<file path="config.mk">
export PLATFORM = sky130hd
export DESIGN_NAME = lamp_fpu_sqrt_iter
export DESIGN_NICKNAME = d
export VERILOG_FILES = /design/src/rtl/lamp_fpu_sqrt_iter.sv
export SDC_FILE = /design/constraint.sdc
export NUM_CORES = 1
export LEC_CHECK = 0
export ABC_CLOCK_PERIOD_IN_PS = 2900
export CAP_MARGIN = 25
export CORE_ASPECT_RATIO = 1.5
export CORE_MARGIN = 4
export CORE_UTILIZATION = 30
export DETAILED_ROUTE_END_ITERATION = 12
export DONT_BUFFER_PORTS = 1
export GPL_TIMING_DRIVEN = 0
export SYNTH_ARGS = -nofsm -noshare
export SYNTH_HDL_FRONTEND = slang
export SYNTH_SLANG_ARGS = --single-unit
</file>
<file path="constraint.sdc">
create_clock -name clk -period 2.9 [get_ports clk]
set_input_delay 0.58 -clock clk [delete_from_list [all_inputs] [get_ports clk]]
set_output_delay 0.58 -clock clk [all_outputs]
set_load 0.02 [all_outputs]
</file>
<file path="src/rtl/lamp_fpu_sqrt_iter.sv">
// Iterative restoring square root for unpacked lampFPU operands.
// Produces BPC root bits per cycle, then rounds and resolves special operands.
module lamp_fpu_sqrt_iter #(
   parameter int E_DW = 8,
   parameter int F_DW = 7,
   parameter int BPC  = 1
) (
   input  logic            clk,
   input  logic            rst,
   input  logic            doSqrt_i,
   input  logic [1:0]      rndMode_i,
   input  logic            signum_op_i,
   input  logic [E_DW-1:0] extExp_op_i,
   input  logic [F_DW:0]   extMant_op_i,
   input  logic            isZero_op_i,
   input  logic            isInf_op_i,
   input  logic            isSNAN_op_i,
   input  logic            isQNAN_op_i,
   output logic            busy_o,
   output logic            valid_o,
   output logic            s_res_o,
   output logic [E_DW-1:0] e_res_o,
   output logic [F_DW-1:0] f_res_o,
   output logic            isInvalid_o,
   output logic            isInexact_o
);
   localparam int ITERS = (F_DW + 2 + BPC - 1) / BPC;
   localparam int RB    = ITERS * BPC;        // root bits actually produced
   localparam int RW    = RB + 3;             // partial remainder width
   localparam int XW    = 2 * RB;             // radicand aligned to root precision
   localparam int SH    = XW - (F_DW + 2);
   localparam int EXB   = RB - (F_DW + 2);    // root bits below guard, folded into sticky
   localparam int EXW   = E_DW + 2;
   localparam int CW    = $clog2(ITERS + 1);
   localparam logic [EXW-1:0] BIAS  = EXW'((1 << (E_DW - 1)) - 1);
   localparam logic [RB-1:0]  XMASK = RB'((1 << EXB) - 1);
   localparam logic [F_DW-1:0] QNAN_F = {1'b1, {(F_DW-1){1'b0}}};

   typedef enum logic [1:0] {IDLE, PREP, CALC, ROUND} state_e;

   state_e          state_q;
   logic [CW-1:0]   cnt_q;
   logic [1:0]      rnd_q;
   logic            sgn_q, zero_q, inf_q, snan_q, qnan_q;
   logic [E_DW-1:0] exp_q, e_q;
   logic [F_DW:0]   mant_q;
   logic [XW-1:0]   x_q, x_d;
   logic [RW-1:0]   rem_q, rem_d;
   logic [RB-1:0]   root_q, root_d;
   logic            spc_q, spc_s_q, spc_inv_q;
   logic [E_DW-1:0] spc_e_q;
   logic [F_DW-1:0] spc_f_q;
   logic            busy_q, valid_q, s_q, inv_q, inx_q;
   logic [E_DW-1:0] eo_q;
   logic [F_DW-1:0] fo_q;

   // PREP: exponent halving and radicand alignment
   logic signed [EXW-1:0] e_unb, e_adj;
   logic [F_DW+1:0]       rad;
   logic [E_DW-1:0]       e_res_d;
   logic [XW-1:0]         x_init;
   logic                  spc_d, spc_s_d, spc_inv_d;
   logic [E_DW-1:0]       spc_e_d;
   logic [F_DW-1:0]       spc_f_d;

   always_comb begin
      e_unb   = $signed({2'b00, exp_q}) - $signed(BIAS);
      rad     = e_unb[0] ? {mant_q, 1'b0} : {1'b0, mant_q};
      e_adj   = e_unb[0] ? e_unb - EXW'(1) : e_unb;
      e_res_d = E_DW'((e_adj >>> 1) + $signed(BIAS));
      x_init  = XW'(rad) << SH;
      spc_d     = 1'b1;
      spc_s_d   = 1'b0;
      spc_e_d   = '1;
      spc_f_d   = QNAN_F;
      spc_inv_d = 1'b0;
      if (snan_q)      spc_inv_d = 1'b1;
      else if (qnan_q) spc_inv_d = 1'b0;
      else if (zero_q) begin
         spc_s_d = sgn_q;
         spc_e_d = '0;
         spc_f_d = '0;
      end
      else if (sgn_q)  spc_inv_d = 1'b1;
      else if (inf_q)  spc_f_d = '0;
      else             spc_d = 1'b0;
   end

   // CALC: BPC restoring steps per cycle
   logic [RW-1:0] trial;
   always_comb begin
      x_d    = x_q;
      rem_d  = rem_q;
      root_d = root_q;
      trial  = '0;
      for (int b = 0; b < BPC; b++) begin
         rem_d = {rem_d[RW-3:0], x_d[XW-1 -: 2]};
         trial = RW'({root_d, 2'b01});
         if (rem_d >= trial) begin
            rem_d  = rem_d - trial;
            root_d = {root_d[RB-2:0], 1'b1};
         end else begin
            root_d = {root_d[RB-2:0], 1'b0};
         end
         x_d = {x_d[XW-3:0], 2'b00};
      end
   end

   // ROUND: result is positive, so RDN collapses onto RTZ
   logic [F_DW:0]   mant_r;
   logic            guard, sticky, lsb, inc, carry;
   logic [F_DW-1:0] f_rnd;
   always_comb begin
      mant_r = root_q[RB-1 -: F_DW+1];
      guard  = root_q[EXB];
      sticky = (|rem_q) | (|(root_q & XMASK));
      lsb    = mant_r[0];
      case (rnd_q)
         2'b00:   inc = guard & (sticky | lsb);
         2'b11:   inc = guard | sticky;
         default: inc = 1'b0;
      endcase
      carry = inc & (&mant_r);
      f_rnd = mant_r[F_DW-1:0] + F_DW'(inc);
   end

   always_ff @(posedge clk) begin
      if (rst) begin
         state_q <= IDLE;
         cnt_q <= '0; rnd_q <= '0;
         sgn_q <= 1'b0; zero_q <= 1'b0; inf_q <= 1'b0; snan_q <= 1'b0; qnan_q <= 1'b0;
         exp_q <= '0; e_q <= '0; mant_q <= '0;
         x_q <= '0; rem_q <= '0; root_q <= '0;
         spc_q <= 1'b0; spc_s_q <= 1'b0; spc_inv_q <= 1'b0; spc_e_q <= '0; spc_f_q <= '0;
         busy_q <= 1'b0; valid_q <= 1'b0; s_q <= 1'b0; inv_q <= 1'b0; inx_q <= 1'b0;
         eo_q <= '0; fo_q <= '0;
      end else begin
         valid_q <= 1'b0;
         case (state_q)
            IDLE: if (doSqrt_i) begin
               rnd_q  <= rndMode_i;
               sgn_q  <= signum_op_i;
               exp_q  <= extExp_op_i;
               mant_q <= extMant_op_i;
               zero_q <= isZero_op_i;
               inf_q  <= isInf_op_i;
               snan_q <= isSNAN_op_i;
               qnan_q <= isQNAN_op_i;
               busy_q <= 1'b1;
               state_q <= PREP;
            end
            PREP: begin
               spc_q <= spc_d; spc_s_q <= spc_s_d; spc_inv_q <= spc_inv_d;
               spc_e_q <= spc_e_d; spc_f_q <= spc_f_d;
               e_q    <= e_res_d;
               x_q    <= x_init;
               rem_q  <= '0;
               root_q <= '0;
               cnt_q  <= '0;
               state_q <= CALC;
            end
            CALC: begin
               x_q    <= x_d;
               rem_q  <= rem_d;
               root_q <= root_d;
               if (cnt_q == CW'(ITERS - 1)) state_q <= ROUND;
               else                         cnt_q <= cnt_q + CW'(1);
            end
            ROUND: begin
               if (spc_q) begin
                  s_q <= spc_s_q; eo_q <= spc_e_q; fo_q <= spc_f_q;
                  inv_q <= spc_inv_q; inx_q <= 1'b0;
               end else begin
                  s_q <= 1'b0; eo_q <= e_q + E_DW'(carry); fo_q <= f_rnd;
                  inv_q <= 1'b0; inx_q <= guard | sticky;
               end
               valid_q <= 1'b1;
               busy_q  <= 1'b0;
               state_q <= IDLE;
            end
            default: state_q <= IDLE;
         endcase
      end
   end

   assign busy_o      = busy_q;
   assign valid_o     = valid_q;
   assign s_res_o     = s_q;
   assign e_res_o     = eo_q;
   assign f_res_o     = fo_q;
   assign isInvalid_o = inv_q;
   assign isInexact_o = inx_q;
endmodule

</file>
==> results of run 1 <==
## power by group through the flow
stage	Clock (W)	Combinational, W	Sequential (W)
6_report	0.00112	0.00170	0.00165
5_1_grt	0.00119	0.00190	0.00168
4_1_cts	0.00114	0.00170	0.00165
3_5_place_dp	0	0.00169	0.00168
3_3_place_gp	0	0.00167	0.00168
2_1_floorplan	0	0.00133	0.00162
## Yosys cell counts (all sizes together) (2+ instances only)
cell type,count,area share [%]
buf,9,1.0
clkbuf,29,2.2
nand2b,15,1.9
and3,6,0.76
a211oi,10,1.6
nand2,103,7.9
xor2,6,1.1
or3,5,0.64
a32o,4,0.81
o21a,2,0.30
o31ai,5,0.86
and2,2,0.25
a211o,2,0.36
nand4,8,1.0
xnor2,18,3.2
dfxtp,92,37
a21oi,66,6.8
or2,2,0.25
nor3,5,0.51
nor3b,2,0.30
nand3,26,2.6
o2111ai,4,0.71
a311oi,3,0.66
ha,25,6.4
nor4,4,0.51
inv,22,1.7
a21o,3,0.46
mux2i,19,3.9
a31o,2,0.36
or4,2,0.38
o221ai,2,0.36
a22oi,6,0.91
a31oi,2,0.25
nor2b,4,0.51
nor2,51,3.9
o211ai,21,3.2
o21ai,17,1.7
## metrics by stage
step / hold slack, ns / std cells / power (W)
6_report: 0.362 / 840 / 0.00447
5_1_grt: 0.374 / 840 / 0.00477
4_1_cts: 0.354 / 840 / 0.00450
3_5_place_dp: 0.464 / 824 / 0.00337
3_3_place_gp: 0.461 / 824 / 0.00335
2_1_floorplan: 0.441 / 618 / 0.00294
## final timing paths
check | from | end | slack (ns) | depth (start not counted)
max reg2reg | rem_q[7] | e_res_o[4] | 0.33 | 11
min | extExp_op_i[7] | exp_q[7] | 0.36 | 2
max | rem_q[7] | e_res_o[4] | 0.33 | 11
min reg2reg | mant_q[3] | mant_q[3] | 0.47 | 2
## final cells by class
type | count | share of cell area, %
multi-input combinational | 465 | 52.0
sequential | 92 | 33.8
tap | 206 | 4.72
clock buffer | 10 | 4.20
buffer | 38 | 2.94
inverter | 23 | 1.58
clock inverter | 6 | 0.848
## flip-flops by register name, summed over array words and instances (netlist names), 2 cells and up
register / count
e_q: 8
exp_q: 8
cnt_q: 4
state_q: 2
e_res_o: 8
rem_q: 12
mant_q: 8
x_q: 9
rnd_q: 2
f_res_o: 7
root_q: 9
## worst max-delay path, cell delays in order, from the launching register on
cell and delay, ns:
dfxtp_1 0.35, nor4_1 0.53, nand3_1 0.23, a21oi_1 0.19, nor3_1 0.08, and2_1 0.17, ha_1 0.23, ha_1 0.23
nand3_1 0.11, xnor2_1 0.06, o211ai_1 0.17, a21oi_1 0.08
## per-layer routing
layer  global-route usage [%]  share of wire, %  routed length [um]
met1                     16.8                44                5670
met2                     24.1                49                6300
met3                     3.12               4.6                 599
met4                     6.67               3.1                 408
met5                        0                 0                   0
## cell families (layout without fill, tap and decap cells)
kind of cell | Yosys count | after routing | synth area share, %
AOI/OAI and AO/OA | 158 | 158 | 21.0
buffers and inverters | 61 | 77 | 5.01
DFF | 92 | 92 | 37.4
xor gates and xnor gates | 24 | 24 | 4.27
and+or+nand+nor | 239 | 239 | 22.1
muxes | 19 | 19 | 3.86
adders and majority gates | 25 | 25 | 6.35
==> impl_metrics.py, run 1 <==
metrics = {
    "outcome": {
        "status": "completed",
    },
    "synthesis": {
        "synth-seq-area-share_pct": 37.4,
        "synth.ff_latch_count": 92,
        "syn_area_per_cell_um2": 7.97,
        "netlist_area_um2": 4920,
        "synth-edff-count": 0,
        "yosysUniqueCellTypes": 61,
        "synth_nets": 669,
        "synthArstFlopShare_pct": 0,
        "syn-instance-count": 618,
        "ys.flop_type": "dfxtp_1",
        "yosys_warnings": 0,
    },
    "pwr": {
        "p_leak_nw": 1.89,
        "switchingPower_w": 0.00178,
        "seqPwrFrac_pct": 37.0,
        "switching_share_pct": 39.9,
        "clockPowerShare_pct": 25.1,
        "internal_power_w": 0.00269,
        "powerDensity_nw_per_um2": 819,
        "combPwrFrac_pct": 37.9,
        "irDropWorstVdd_uv": 399,
    },
    "drt": {
        "routed_wl_mm": 13.0,
        "antenna_left": 0,
        "num_vias": 4346,
        "drt-pass1-iter-count": 4,
        "vias_per_cell": 5.17,
        "drt_iter0_markers": 175,
        "detail_route.wl_per_cell_um": 15.5,
        "drc": 0,
    },
    "sta": {
        "tightest_slew_ns": 0.650,
        "maxSlewViolCount": 0,
        "hold_viol": 0,
        "tns_ns": 0,
        "rsz0062_at_grt": "false",
        "fin_crit_ns": 2.57,
        "slew_headroom_pct": 56.7,
        "max_freq_mhz": 390,
        "worst_slack_ns": 0.335,
        "setup_viol": 0,
        "finalClockSkew_ns": 0.0140,
        "period_share_pct": 88.5,
    },
    "critical_path": {
        "crit_path_start_kind": "register",
        "crit_type": "reg -> reg",
        "endpoint_kind": "register",
        "cp_data_required_time_ns": 3.12,
        "crit_fanout": 4,
        "critPathArrivalTime_ns": 2.78,
    },
    "placement": {
        "io_buffers": 0,
        "dp_hpwl_mm": 9.86,
        "place_area_um2": 5180,
        "pre_cts_ws_ns": 0.327,
        "gp_congestion": 0.845,
    },
    "floorplan": {
        "ios": 46,
        "fp.dieH_um": 165,
        "rows": 57,
        "fp.dieArea_um2": 18600,
        "fp.dieW_um": 113,
        "fp.coreArea_um2": 16200,
        "initial_core_util_pct": 30.4,
    },
    "layout": {
        "final_common_cell": "nand2_1",
        "fillers": 1727,
        "multi_input_area_um2": 2840,
        "design_area_um2": 5460,
        "seqCellArea_um2": 1840,
        "final_cell_mix": "103 x nand2_1, 92 x dfxtp_1, 65 x a21oi_1",
        "drive_gt1_share_pct": 4.89,
        "n_antenna_cell": 0,
        "area_delta_synth_final_pct": 10.8,
        "final_nets": 680,
        "fin_util_pct": 33.7,
    },
    "clocking": {
        "clockBufferDepth": 2,
        "insertion_delay_ns": 0.35,
        "htreeDepth": 3,
        "postCtsHoldBufs": 0,
        "clock-sinks": 92,
        "cts_tree": "yes",
        "cts_resized": 0,
        "cts_buffers": 9,
        "cts_setup_buffers": 0,
        "cts.clk_slew.worst_paths_ns": 0.07,
        "root_buffer": "clkbuf_16",
    },
    "grt": {
        "grt_first_pass_wirelength_mm": 21.2,
        "overflow": 0,
        "grt_max_degree": 17,
        "grt_pass1_vias": 4177,
        "antenna_found_initial": 0,
        "grt.total_usage_pct": 14.1,
    },
    "run": {
        "drv_cap": 0,
    },
    "worst_hold_path": {
        "hold_class": "in -> reg",
    },
}
No activity file was read; power rests on OpenSTA's default activity.
==> inputs of run 2 (changes only) <==
--- a/config.mk
+++ b/config.mk
@@ -6,7 +6,6 @@
 export NUM_CORES = 1
 export LEC_CHECK = 0
 export ABC_CLOCK_PERIOD_IN_PS = 2900
-export CAP_MARGIN = 25
 export CORE_ASPECT_RATIO = 1.5
 export CORE_MARGIN = 4
 export CORE_UTILIZATION = 30
==> results of run 2 <==
No change in the layout: final DEF, timing and power equal those of run 1.
==> RTL change, RTL diff (settings of run 1) <==
Put one more register stage on the output `f_res_o`, with the module's reset. The value now appears one clock later. The other outputs are not delayed to match.
--- a/src/rtl/lamp_fpu_sqrt_iter.sv
+++ b/src/rtl/lamp_fpu_sqrt_iter.sv
@@ -189,3 +189,9 @@
    assign e_res_o     = eo_q;
-   assign f_res_o     = fo_q;
+   always_ff @(posedge clk) begin
+      if (rst) begin
+         f_res_o <= '0;
+      end else begin
+         f_res_o <= fo_q;
+      end
+   end
    assign isInvalid_o = inv_q;
Behaviour: same outputs for any inputs over 10 cycles, from zero or initial values and one cycle with rst high; that may be too few to reach the edited logic, so the function may still have changed.
==> RTL change against run 1 <==
  * Sequential share of layout area grew 1.2 points
  * Final cell count grew 1.7%
  * Core utilization grew 0.14 points
  * First-iteration DRC count grew 6.3%
  * Power grew 5.2%
  * Wire length shrank 2.6%
  * Area after synthesis grew 3.9%
  * Sequential cell count grew 7
  * Via count shrank 2.9%
  * Worst setup slack gained 12 ps
  * Sequential power grew 5%
  * Design area grew 4.0%
  * Critical path depth grew 1
  * Highest routed layer unchanged
==> RTL change: results (changes against run 1) <==
stage,metric,value,unit,change
sta,clock skew,10.4,ps,was 14.0 ps
logic_synthesis,Synth async-reset ratio,0,%,unchanged
cts,root buffer cell,clkbuf_16,,unchanged
power,Comb power,1.78,mW,was 1.70 mW
cts,Post-CTS Setup Bufs,0,,unchanged
sta,Slew @ Worst Pin,704,ps,was 650 ps
cts,CTS resizes,0,,unchanged
logic_synthesis,"Seq/Total Area, Yosys",38.8,%,was 37.4%
cts,CTS buffer count,9,,unchanged
routing,WL met1,4920,um,was 5670 um
cts,Worst-path clk slew,80,ps,
global_route,gr usage total,13.6,%,was 14.1%
logic_synthesis,Yosys cell types,53,,was 61
power,VDD IR max,0.000278,V,was 0.000399 V
cells_and_area,Nets,691,,was 680
run_status,status,"finished, final reports clean",,unchanged
cts,CTS Buffer Depth,2,,unchanged
cells_and_area,FILL cells,1755,,was 1727
setup_path,CP max stage delay,410,ps,was 530 ps
logic_synthesis,yosys synthesis warning count,0,,unchanged
power,switching power,1.83,mW,was 1.78 mW
placement,dpl ws,348,ps,was 327 ps
setup_path,CP top delay family,simple AND/OR/NAND/NOR gates,,unchanged
hold_path,hold crit path type,in2reg,,unchanged
global_route,first-pass GRT wire length,21100,um,was 21200 um
global_route,global-route met3 utilization,3.96,%,was 3.12%
global_route,vias in the first global route,4322,,was 4177
routing,met2 WL,6700,um,was 6300 um
setup_path,CP max FO,4,,unchanged
routing,routed vias,4220,,was 4346
global_route,initial antenna violation count,0,,unchanged
routing,Max Used Layer,met4,,unchanged
cts,worst skew pair latency,350,ps,about the same
routing,drt pass-1 iters,4,,unchanged
global_route,largest net degree at the start of global routing,20,,was 17
placement,hpwl dp,9790,um,was 9860 um
logic_synthesis,Post-synth top cells,"dfxtp_1 (99), nand2_1 (82), a21oi_1 (68)",,"was nand2_1 (103), dfxtp_1 (92), a21oi_1 (65)"
cells_and_area,biggest regs,"rem_q x12, root_q x9, x_q x9",,unchanged
setup_path,slowest CP cell,nor4_1,,unchanged
logic_synthesis,Synth Flop Type,dfxtp_1,,unchanged
routing,DRC marker count from the first detailed-route iteration,186,,was 175
global_route,met1 usage,13.9,%,was 16.8%
cts,H-tree Lvls,3,,unchanged
placement,IO buf count,0,,unchanged
routing,wire length per cell,14.8,um,was 15.5 um
logic_synthesis,main area contributors after synthesis,"dfxtp_1 (39%), a21oi_1 (6.7%), ha_1 (6.4%)",,"was dfxtp_1 (37%), nand2_1 (7.9%), a21oi_1 (6.6%)"
placement,gpl congestion,0.839,,was 0.845
logic_synthesis,Mapped Nets,680,,was 669
cells_and_area,share of layout cells above drive strength 1,4.50,%,was 4.89%
cells_and_area,# diodes,0,,unchanged
global_route,M2 GR Usage,25.0,%,was 24.1%
power,seq pwr,1.73,mW,was 1.65 mW
setup_path,CP arrival,2760,ps,was 2780 ps
die,Starting Density,30.5,%,was 30.4%
routing,met3 wire length,682,um,was 599 um
power,Leak Pwr,2.02,nW,was 1.89 nW
-- RTL change: cell count changes in the layout (fill, tap and decap cells not counted), sizes merged, moves of 4 or more --
cell            run 1  this run
a22oi               6         1
o211ai             21        10
buf                 9        14
nand2             103        82
xnor2              18        22
mux2i              19        28
nand2b             15        27
o21ai              17        23
clkbuf             39        33
dfxtp              92        99
o2111ai             4         0
nor2b               4        14
-- RTL change: through the flow --
stage	cells	power (mW)	hold WS [ps]	cell area, um2
after floorplan	628	3.12	430	5110
after global placement	838	3.55	443	5380
after detailed placement	838	3.56	444	5380
after CTS	854	4.76	351	5670
after global routing	854	5.05	349	5670
final	854	4.70	359	5670
-- RTL change: area by class of cell --
| type | instances | area [um2] | share of cell area [%] |
|---|---|---|---|
| plain buffers | 38 | 159 | 2.80 |
| clock buffers | 9 | 225 | 3.97 |
| clock inverters | 7 | 72.6 | 1.28 |
| inverters | 24 | 90.1 | 1.59 |
| multi-input cells | 467 | 2880 | 50.8 |
| flip-flops and latches | 99 | 1980 | 34.9 |
| well taps | 210 | 263 | 4.63 |
-- RTL change: cell families after synthesis --
family | after synthesis | synth area share (%)
AO/OA/AOI/OAI | 142 | 16.9
XOR/XNOR | 27 | 4.62
adder cells (fa/ha/maj) | 26 | 6.36
buffers and inverters | 62 | 4.87
flip-flops | 99 | 38.8
multiplexers | 28 | 5.48
AND/OR/NAND/NOR | 244 | 23.0
-- RTL change: final timing paths --
kind,startpoint,endpoint,slack (ps),cells past startpoint
worst max register to register,rem_q[3],fo_q[6],350,12
worst min register to register,fo_q[1],f_res_o[1],460,1
worst max-delay path,rem_q[3],fo_q[6],350,12
worst min-delay path,extMant_op_i[6],mant_q[6],360,2
